**src/rtl/serial_add_sched_pkg.sv**
```systemverilog
// serial_add_pkg
//   Shared definitions for the bit-serial add scheduler:
//   - state_t : FSM encoding (IDLE, ADD, DONE)
//   - DEFAULT_WIDTH / DEFAULT_NREQ : default operand width and requester count
package serial_add_pkg;

    localparam int DEFAULT_WIDTH = 8;
    localparam int DEFAULT_NREQ  = 4;

    typedef enum logic [1:0] {
        IDLE = 2'd0,
        ADD  = 2'd1,
        DONE = 2'd2
    } state_t;

endpackage

```
**src/rtl/serial_add_sched_if.sv**
```systemverilog
// serial_add_sched_if
//   Bundles the requester and result-side signals of serial_add_sched.
//   req       : per-requester add request (level)
//   a_in/b_in : packed operands, slice i belongs to requester i
//   gnt       : one-hot, one-cycle grant pulse
//   busy      : scheduler not idle
//   res_valid / res_ready : result handshake
//   res, res_cout, res_id : sum, carry out and owning requester
//   Modports: master = requester/consumer side, slave = scheduler side.
interface serial_add_sched_if
    import serial_add_pkg::*;
#(
    parameter int NREQ  = DEFAULT_NREQ,
    parameter int WIDTH = DEFAULT_WIDTH
);
    localparam int IDW = (NREQ > 1) ? $clog2(NREQ) : 1;

    logic [NREQ-1:0]       req;
    logic [NREQ*WIDTH-1:0] a_in;
    logic [NREQ*WIDTH-1:0] b_in;
    logic [NREQ-1:0]       gnt;
    logic                  busy;
    logic                  res_valid;
    logic                  res_ready;
    logic [WIDTH-1:0]      res;
    logic                  res_cout;
    logic [IDW-1:0]        res_id;

    modport master (
        output req, a_in, b_in, res_ready,
        input  gnt, busy, res_valid, res, res_cout, res_id
    );

    modport slave (
        input  req, a_in, b_in, res_ready,
        output gnt, busy, res_valid, res, res_cout, res_id
    );

endinterface

```
**src/rtl/serial_add_sched_core.sv**
```systemverilog
// serial_add_core
//   Bit-serial ripple adder datapath, LSB first.
//   clk, rst_n : clock and asynchronous active-low reset
//   load       : capture a_in/b_in, clear carry, counter and result
//   step       : process one bit; the sum bit enters res at the MSB end
//   a_in, b_in : operands to capture on load
//   res        : result shift register (full sum once last_bit is high)
//   cout       : running carry (final carry once last_bit is high)
//   last_bit   : all WIDTH bits have been processed
module serial_add_core #(
    parameter int WIDTH = 8
) (
    input  logic             clk,
    input  logic             rst_n,
    input  logic             load,
    input  logic             step,
    input  logic [WIDTH-1:0] a_in,
    input  logic [WIDTH-1:0] b_in,
    output logic [WIDTH-1:0] res,
    output logic             cout,
    output logic             last_bit
);
    localparam int CW = $clog2(WIDTH + 1);

    logic [WIDTH-1:0] a_q, a_d;
    logic [WIDTH-1:0] b_q, b_d;
    logic [WIDTH-1:0] res_q, res_d;
    logic             carry_q, carry_d;
    logic [CW-1:0]    cnt_q, cnt_d;
    logic             sum_bit;

    always_comb begin
        a_d     = a_q;
        b_d     = b_q;
        res_d   = res_q;
        carry_d = carry_q;
        cnt_d   = cnt_q;
        sum_bit = a_q[0] ^ b_q[0] ^ carry_q;
        if (load) begin
            a_d     = a_in;
            b_d     = b_in;
            res_d   = '0;
            carry_d = 1'b0;
            cnt_d   = '0;
        end else if (step) begin
            // After WIDTH shifts the first (LSB) sum bit has reached res[0].
            res_d   = {sum_bit, res_q[WIDTH-1:1]};
            a_d     = a_q >> 1;
            b_d     = b_q >> 1;
            carry_d = (a_q[0] & b_q[0]) | (a_q[0] & carry_q) | (b_q[0] & carry_q);
            cnt_d   = cnt_q + 1'b1;
        end
    end

    always_ff @(posedge clk or negedge rst_n) begin
        if (!rst_n) begin
            a_q     <= '0;
            b_q     <= '0;
            res_q   <= '0;
            carry_q <= 1'b0;
            cnt_q   <= '0;
        end else begin
            a_q     <= a_d;
            b_q     <= b_d;
            res_q   <= res_d;
            carry_q <= carry_d;
            cnt_q   <= cnt_d;
        end
    end

    assign res      = res_q;
    assign cout     = carry_q;
    assign last_bit = (cnt_q == CW'(WIDTH));

endmodule

```
**src/rtl/serial_add_sched.sv**
```systemverilog
// serial_add_sched
//   Round-robin scheduler sharing one bit-serial adder among NREQ requesters.
//   clk, rst_n : clock and asynchronous active-low reset
//   bus        : serial_add_sched_if.slave (requests, operands, grant,
//                busy, result handshake and result fields)
//   Timeline: capture edge -> gnt pulse for one cycle -> WIDTH bit steps
//   -> DONE on the (WIDTH+1)-th edge after capture -> wait for res_ready.
module serial_add_sched
    import serial_add_pkg::*;
#(
    parameter int NREQ  = DEFAULT_NREQ,
    parameter int WIDTH = DEFAULT_WIDTH
) (
    input logic               clk,
    input logic               rst_n,
    serial_add_sched_if.slave bus
);
    localparam int IDW = (NREQ > 1) ? $clog2(NREQ) : 1;

    state_t           state_q, state_d;
    logic [IDW-1:0]   ptr_q, ptr_d;
    logic [IDW-1:0]   id_q, id_d;
    logic [NREQ-1:0]  gnt_q, gnt_d;

    logic             win_found;
    logic [IDW-1:0]   win_idx;
    logic [IDW-1:0]   cand_idx;
    int               cand;

    logic             core_load;
    logic             core_step;
    logic [WIDTH-1:0] core_res;
    logic             core_cout;
    logic             core_last;
    logic [WIDTH-1:0] a_sel;
    logic [WIDTH-1:0] b_sel;

    // Round-robin search: first asserted req at or after ptr, wrapping.
    always_comb begin
        win_found = 1'b0;
        win_idx   = '0;
        cand      = 0;
        cand_idx  = '0;
        for (int k = 0; k < NREQ; k++) begin
            cand = int'(ptr_q) + k;
            if (cand >= NREQ) begin
                cand = cand - NREQ;
            end
            cand_idx = IDW'(cand);
            if (!win_found && bus.req[cand_idx]) begin
                win_found = 1'b1;
                win_idx   = cand_idx;
            end
        end
    end

    assign a_sel = bus.a_in[int'(win_idx)*WIDTH +: WIDTH];
    assign b_sel = bus.b_in[int'(win_idx)*WIDTH +: WIDTH];

    // The ADD state stays one edge past the last bit step so that DONE
    // lands WIDTH+1 edges after capture, with the full sum already in res.
    always_comb begin
        state_d   = state_q;
        ptr_d     = ptr_q;
        id_d      = id_q;
        gnt_d     = '0;
        core_load = 1'b0;
        core_step = 1'b0;
        case (state_q)
            IDLE: begin
                if (win_found) begin
                    core_load      = 1'b1;
                    gnt_d[win_idx] = 1'b1;
                    id_d           = win_idx;
                    state_d        = ADD;
                end
            end
            ADD: begin
                if (core_last) begin
                    state_d = DONE;
                end else begin
                    core_step = 1'b1;
                end
            end
            DONE: begin
                if (bus.res_ready) begin
                    state_d = IDLE;
                    if (int'(id_q) == NREQ - 1) begin
                        ptr_d = '0;
                    end else begin
                        ptr_d = id_q + 1'b1;
                    end
                end
            end
            default: begin
                state_d = IDLE;
            end
        endcase
    end

    always_ff @(posedge clk or negedge rst_n) begin
        if (!rst_n) begin
            state_q <= IDLE;
            ptr_q   <= '0;
            id_q    <= '0;
            gnt_q   <= '0;
        end else begin
            state_q <= state_d;
            ptr_q   <= ptr_d;
            id_q    <= id_d;
            gnt_q   <= gnt_d;
        end
    end

    serial_add_core #(
        .WIDTH(WIDTH)
    ) u_core (
        .clk      (clk),
        .rst_n    (rst_n),
        .load     (core_load),
        .step     (core_step),
        .a_in     (a_sel),
        .b_in     (b_sel),
        .res      (core_res),
        .cout     (core_cout),
        .last_bit (core_last)
    );

    assign bus.gnt       = gnt_q;
    assign bus.busy      = (state_q != IDLE);
    assign bus.res_valid = (state_q == DONE);
    assign bus.res       = core_res;
    assign bus.res_cout  = core_cout;
    assign bus.res_id    = id_q;

endmodule

```
**src/flat_wrapper.sv**
```systemverilog
// flat-port wrapper written by rule: the top's interface ports become plain ports
module serial_add_sched_flat import serial_add_pkg::*;
#(
    parameter int NREQ  = DEFAULT_NREQ,
    parameter int WIDTH = DEFAULT_WIDTH
)
  (clk, rst_n, bus_req, bus_a_in, bus_b_in, bus_res_ready, bus_gnt, bus_busy, bus_res_valid, bus_res, bus_res_cout, bus_res_id);
  serial_add_sched_if #(.NREQ(NREQ), .WIDTH(WIDTH)) bus_i ();
  input logic clk;
  input logic rst_n;
  input wire logic [$bits(bus_i.req)-1:0] bus_req;
  input wire logic [$bits(bus_i.a_in)-1:0] bus_a_in;
  input wire logic [$bits(bus_i.b_in)-1:0] bus_b_in;
  input wire logic [$bits(bus_i.res_ready)-1:0] bus_res_ready;
  output wire logic [$bits(bus_i.gnt)-1:0] bus_gnt;
  output wire logic [$bits(bus_i.busy)-1:0] bus_busy;
  output wire logic [$bits(bus_i.res_valid)-1:0] bus_res_valid;
  output wire logic [$bits(bus_i.res)-1:0] bus_res;
  output wire logic [$bits(bus_i.res_cout)-1:0] bus_res_cout;
  output wire logic [$bits(bus_i.res_id)-1:0] bus_res_id;
  assign bus_i.req = bus_req;
  assign bus_i.a_in = bus_a_in;
  assign bus_i.b_in = bus_b_in;
  assign bus_i.res_ready = bus_res_ready;
  assign bus_gnt = bus_i.gnt;
  assign bus_busy = bus_i.busy;
  assign bus_res_valid = bus_i.res_valid;
  assign bus_res = bus_i.res;
  assign bus_res_cout = bus_i.res_cout;
  assign bus_res_id = bus_i.res_id;
  serial_add_sched #(.NREQ(NREQ), .WIDTH(WIDTH)) u_core (.clk(clk), .rst_n(rst_n), .bus(bus_i));
endmodule
```
**config.mk**
```make
export PLATFORM = sky130hd
export DESIGN_NAME = serial_add_sched_flat
export DESIGN_NICKNAME = d
export VERILOG_FILES = /design/src/rtl/serial_add_sched_pkg.sv /design/src/rtl/serial_add_sched_if.sv /design/src/rtl/serial_add_sched_core.sv /design/src/rtl/serial_add_sched.sv /design/src/flat_wrapper.sv
export SDC_FILE = /design/constraint.sdc
export NUM_CORES = 1
export LEC_CHECK = 0
export BUFFER_PORTS_ARGS = -buffer_cell sky130_fd_sc_hd__buf_2
export CAP_MARGIN = 15
export CORE_MARGIN = 1
export CORE_UTILIZATION = 45
export DETAILED_ROUTE_END_ITERATION = 12
export GPL_TIMING_DRIVEN = 1
export PLACE_DENSITY = 0.79
export SYNTH_ARGS = -nofsm -noshare
export SYNTH_HDL_FRONTEND = slang
export SYNTH_HIERARCHICAL = 1
export SYNTH_SLANG_ARGS = --single-unit
```
**constraint.sdc**
```tcl
create_clock -name clk -period 1.5 [get_ports clk]
set_input_delay 0.3 -clock clk [delete_from_list [all_inputs] [get_ports clk]]
set_output_delay 0.3 -clock clk [all_outputs]
set_load 0.02 [all_outputs]
```
==> out/metrics.cfg <==
[global_routing]
antenna_found_initial=0
grtUsageTotal_pct=20.35
grt_start_max_net_pins=40
grt_pass1_vias=1822
grt_pass1_wl_um=8355
globalRoute.totalOverflow=0

[place]
io_buffers=87
globalplace.congestion=0.7347
dp_cells=384
post-place-ws_ps=-214.7
place.detailed.hpwl_um=3796

[sta]
slew_violations=0
hold_viol=0
rsz0062_at_grt=true
worst_pin_slew_ps=495.8
setup_viol=25
slew_headroom_pct=66.95
fmax_mhz=589.8
min_period_ps=1695
clock_skew_ps=3.175
finalCritPeriodShare_pct=113.0
setup_slack_ps=-195.4

[setup_path]
arrival_ps=1870
cp_max_fo=5
path_class=reg -> reg
endpoint_kind=flip-flop
start_kind=flip-flop
critPathRequiredTime_ps=1680

[clock_tree]
numCtsBuffers=5
cts_tree=yes
cts.sinks=39
cts_root_buf=clkbuf_8
clockBufferDepth=2
h-tree-depth=2
clkLatencyLatePin_ps=290
clkTransAtPathRegs_ps=70

[hold_path]
hold_path.class=in -> async

[floorplanning]
die_height_um=74.86
ios=88
start_util_pct=46.77
rows=26
core-area_sq_um=5107
die-width_um=74.86
die_area_sq_um=5603

[logic_synthesis]
synth_edf_count=0
synth.cell_area_sq_um=2389
synth_top_area_share_pct=40.86
ys_seq_area_share_pct=40.86
synth_warnings=6
netlist-cell-type-count=35
ys.flop_type=dfrtp_1
synth_seq_cells=39
syn-num-nets=296
synth_top_cells_by_area=dfrtp_1 41%, mux2i_1 31%, nand2_1 3.8%
synth_top_area_cell=dfrtp_1
netlist_instances=221
async_flop_share_pct=100.0
synth_area_per_cell_sq_um=10.81

[cells_and_area]
area_delta_synth_final_pct=41.54
fin_nets=409
antenna_cells=0
layout.cells.non_filler=405
nFillCells=421
layout-drive-gt1-share_pct=45.67

[power_and_ir_drop]
sequentialPowerShare_pct=29.8
p_per_area_nw_per_um2=1739
peakVddDrop_mv=1.029
power_leakage_nw=1.775
clkPwrFrac_pct=13.2
power_frac_comb_pct=56.9
swShare_pct=38.42
p_sw_mw=2.259
internal-power_mw=3.621

[outcome]
failed_checks=setup timing
status=finished with violations

[routing]
routed_via_density=4.953
wl_per_cell_um=14.51
firstDrtPassIters=4
wirelength_um=5878
ant_nets=0
dr.first_iter.drc_count=87
vias=2006
drc=0

[run]
drv_cap=0

-- per-layer routing --
| layer | track usage, % | wire (um) |
|---|---|---|
| met5 | 0 | 0 |
| met4 | 5.451 | 63 |
| met3 | 5.756 | 215 |
| met2 | 33.43 | 3075 |
| met1 | 26.51 | 2524 |
-- cell usage in the layout (no fill, tap or decap), types with 2 or more instances in the layout --
cell | synthesis | routed
buf_2 | 4 | 87
mux2i_1 | 73 | 69
dfrtp_1 | 39 | 38
nand2_1 | 24 | 21
buf_4 | 2 | 17
nor2_1 | 18 | 14
o21ai_1 | 15 | 14
clkbuf_8 | 0 | 7
inv_1 | 7 | 7
buf_12 | 3 | 6
buf_6 | 2 | 5
nand2b_1 | 4 | 4
mux2i_2 | 0 | 4
buf_16 | 0 | 2
clkbuf_16 | 0 | 2
a21oi_2 | 1 | 2
o21ai_2 | 1 | 2
a21oi_1 | 3 | 2
nor2_2 | 0 | 2
nor2_4 | 0 | 2
nor2b_1 | 2 | 2
nand2_2 | 0 | 2
o21ai_0 | 2 | 2
ha_1 | 3 | 2
-- synth_stat cells, types with 3 or more instances --
cell type	n
dfrtp_1	39
buf_12	3
nand2_1	24
a21oi_1	3
mux2i_1	73
ha_1	3
inv_1	7
nand2b_1	4
o21ai_1	15
buf_2	4
nor2_1	18
-- area by class of cell --
cell class | count | area, sq um | share of cell area, %
Multi-Input combinational cell | 161 | 1330 | 39.34
Sequential cell | 39 | 977.2 | 28.90
Timing Repair Buffer | 120 | 859.6 | 25.43
Clock buffer | 8 | 100.1 | 2.961
Tap cell | 70 | 87.58 | 2.591
Inverter | 7 | 26.28 | 0.7772
-- power by group through the flow --
stage | registers, mW | clock network, mW | logic (mW)
2_1_floorplan | 1.88 | 0 | 1.85
3_3_place_gp | 1.73 | 0 | 2.67
3_5_place_dp | 1.75 | 0 | 2.75
4_1_cts | 1.74 | 0.794 | 3.03
5_1_grt | 1.80 | 0.848 | 3.60
6_report | 1.75 | 0.778 | 3.35
-- what timing repair did --
item	4_1_cts	5_1_grt
endpoints found under the hold margin	0	0
endpoints found under the setup margin	20	28
hold buffers	0	0
setup buffers	4	4
gates cloned	3	3
resized for setup	13	13
pin swaps	3	11
-- worst paths after layout --
| kind | slack (ps) | endpoint | cells after the start | startpoint |
|---|---|---|---|---|
| setup / recovery | -200 | u_core/u_core/b_q[2] | 9 | u_core/ptr_q[1] |
| setup reg to reg | -200 | u_core/u_core/b_q[2] | 9 | u_core/ptr_q[1] |
| min in group clk | 300 | u_core/state_q[1] | 3 | bus_res_ready |
| max in group asynchronous | 1090 | u_core/ptr_q[1] | 2 | rst_n |
| hold reg to reg | 530 | u_core/u_core/res[0] | 2 | u_core/u_core/res[0] |
| hold / removal | 50 | u_core/ptr_q[0] | 2 | rst_n |
-- kinds of logic after synthesis --
kind of cell,Yosys count,synth area share [%]
multiplexers,75,31.53
AND/OR/NAND/NOR,53,9.534
flip-flops,39,40.86
AO/OA/AOI/OAI,28,8.172
buffers and inverters,21,7.124
adder cells (fa/ha/maj),4,2.410
XOR/XNOR,1,0.3668
-- registers in the layout, indices dropped and copies added, names as in the netlist --
signal / flops
u_core/ptr_q: 2
u_core/u_core/cnt_q: 4
u_core/u_core/res: 8
u_core/bus.gnt: 4
u_core/u_core/a_q: 8
u_core/u_core/cout: 1
u_core/state_q: 2
u_core/bus.res_id: 2
u_core/u_core/b_q: 8
-- critical path, stage by stage, from the launching register on --
cell and delay, ps:
dfrtp_2 440, a21oi_2 140, o21ai_2 80, o2bb2a_4 250
buf_12 130, buf_16 110, mux2i_2 190, mux2i_1 80
nand2_1 80, o21ai_1 70
-- stage by stage --
stage	TNS [ps]	total power, mW	instance area [sq um]	hold WS [ps]	utilization, %
4_1_cts	-2500	5.566	3267	74.00	63.96
2_1_floorplan	-1072	3.726	2401	4.409	-
5_1_grt	-5284	6.245	3381	95.96	66.19
3_5_place_dp	-2909	4.499	3005	387.1	58.84
6_report	-2744	5.881	3381	49.92	66.19
3_3_place_gp	-2635	4.400	3005	383.5	58.84
Power figures use the tool's default switching activity.
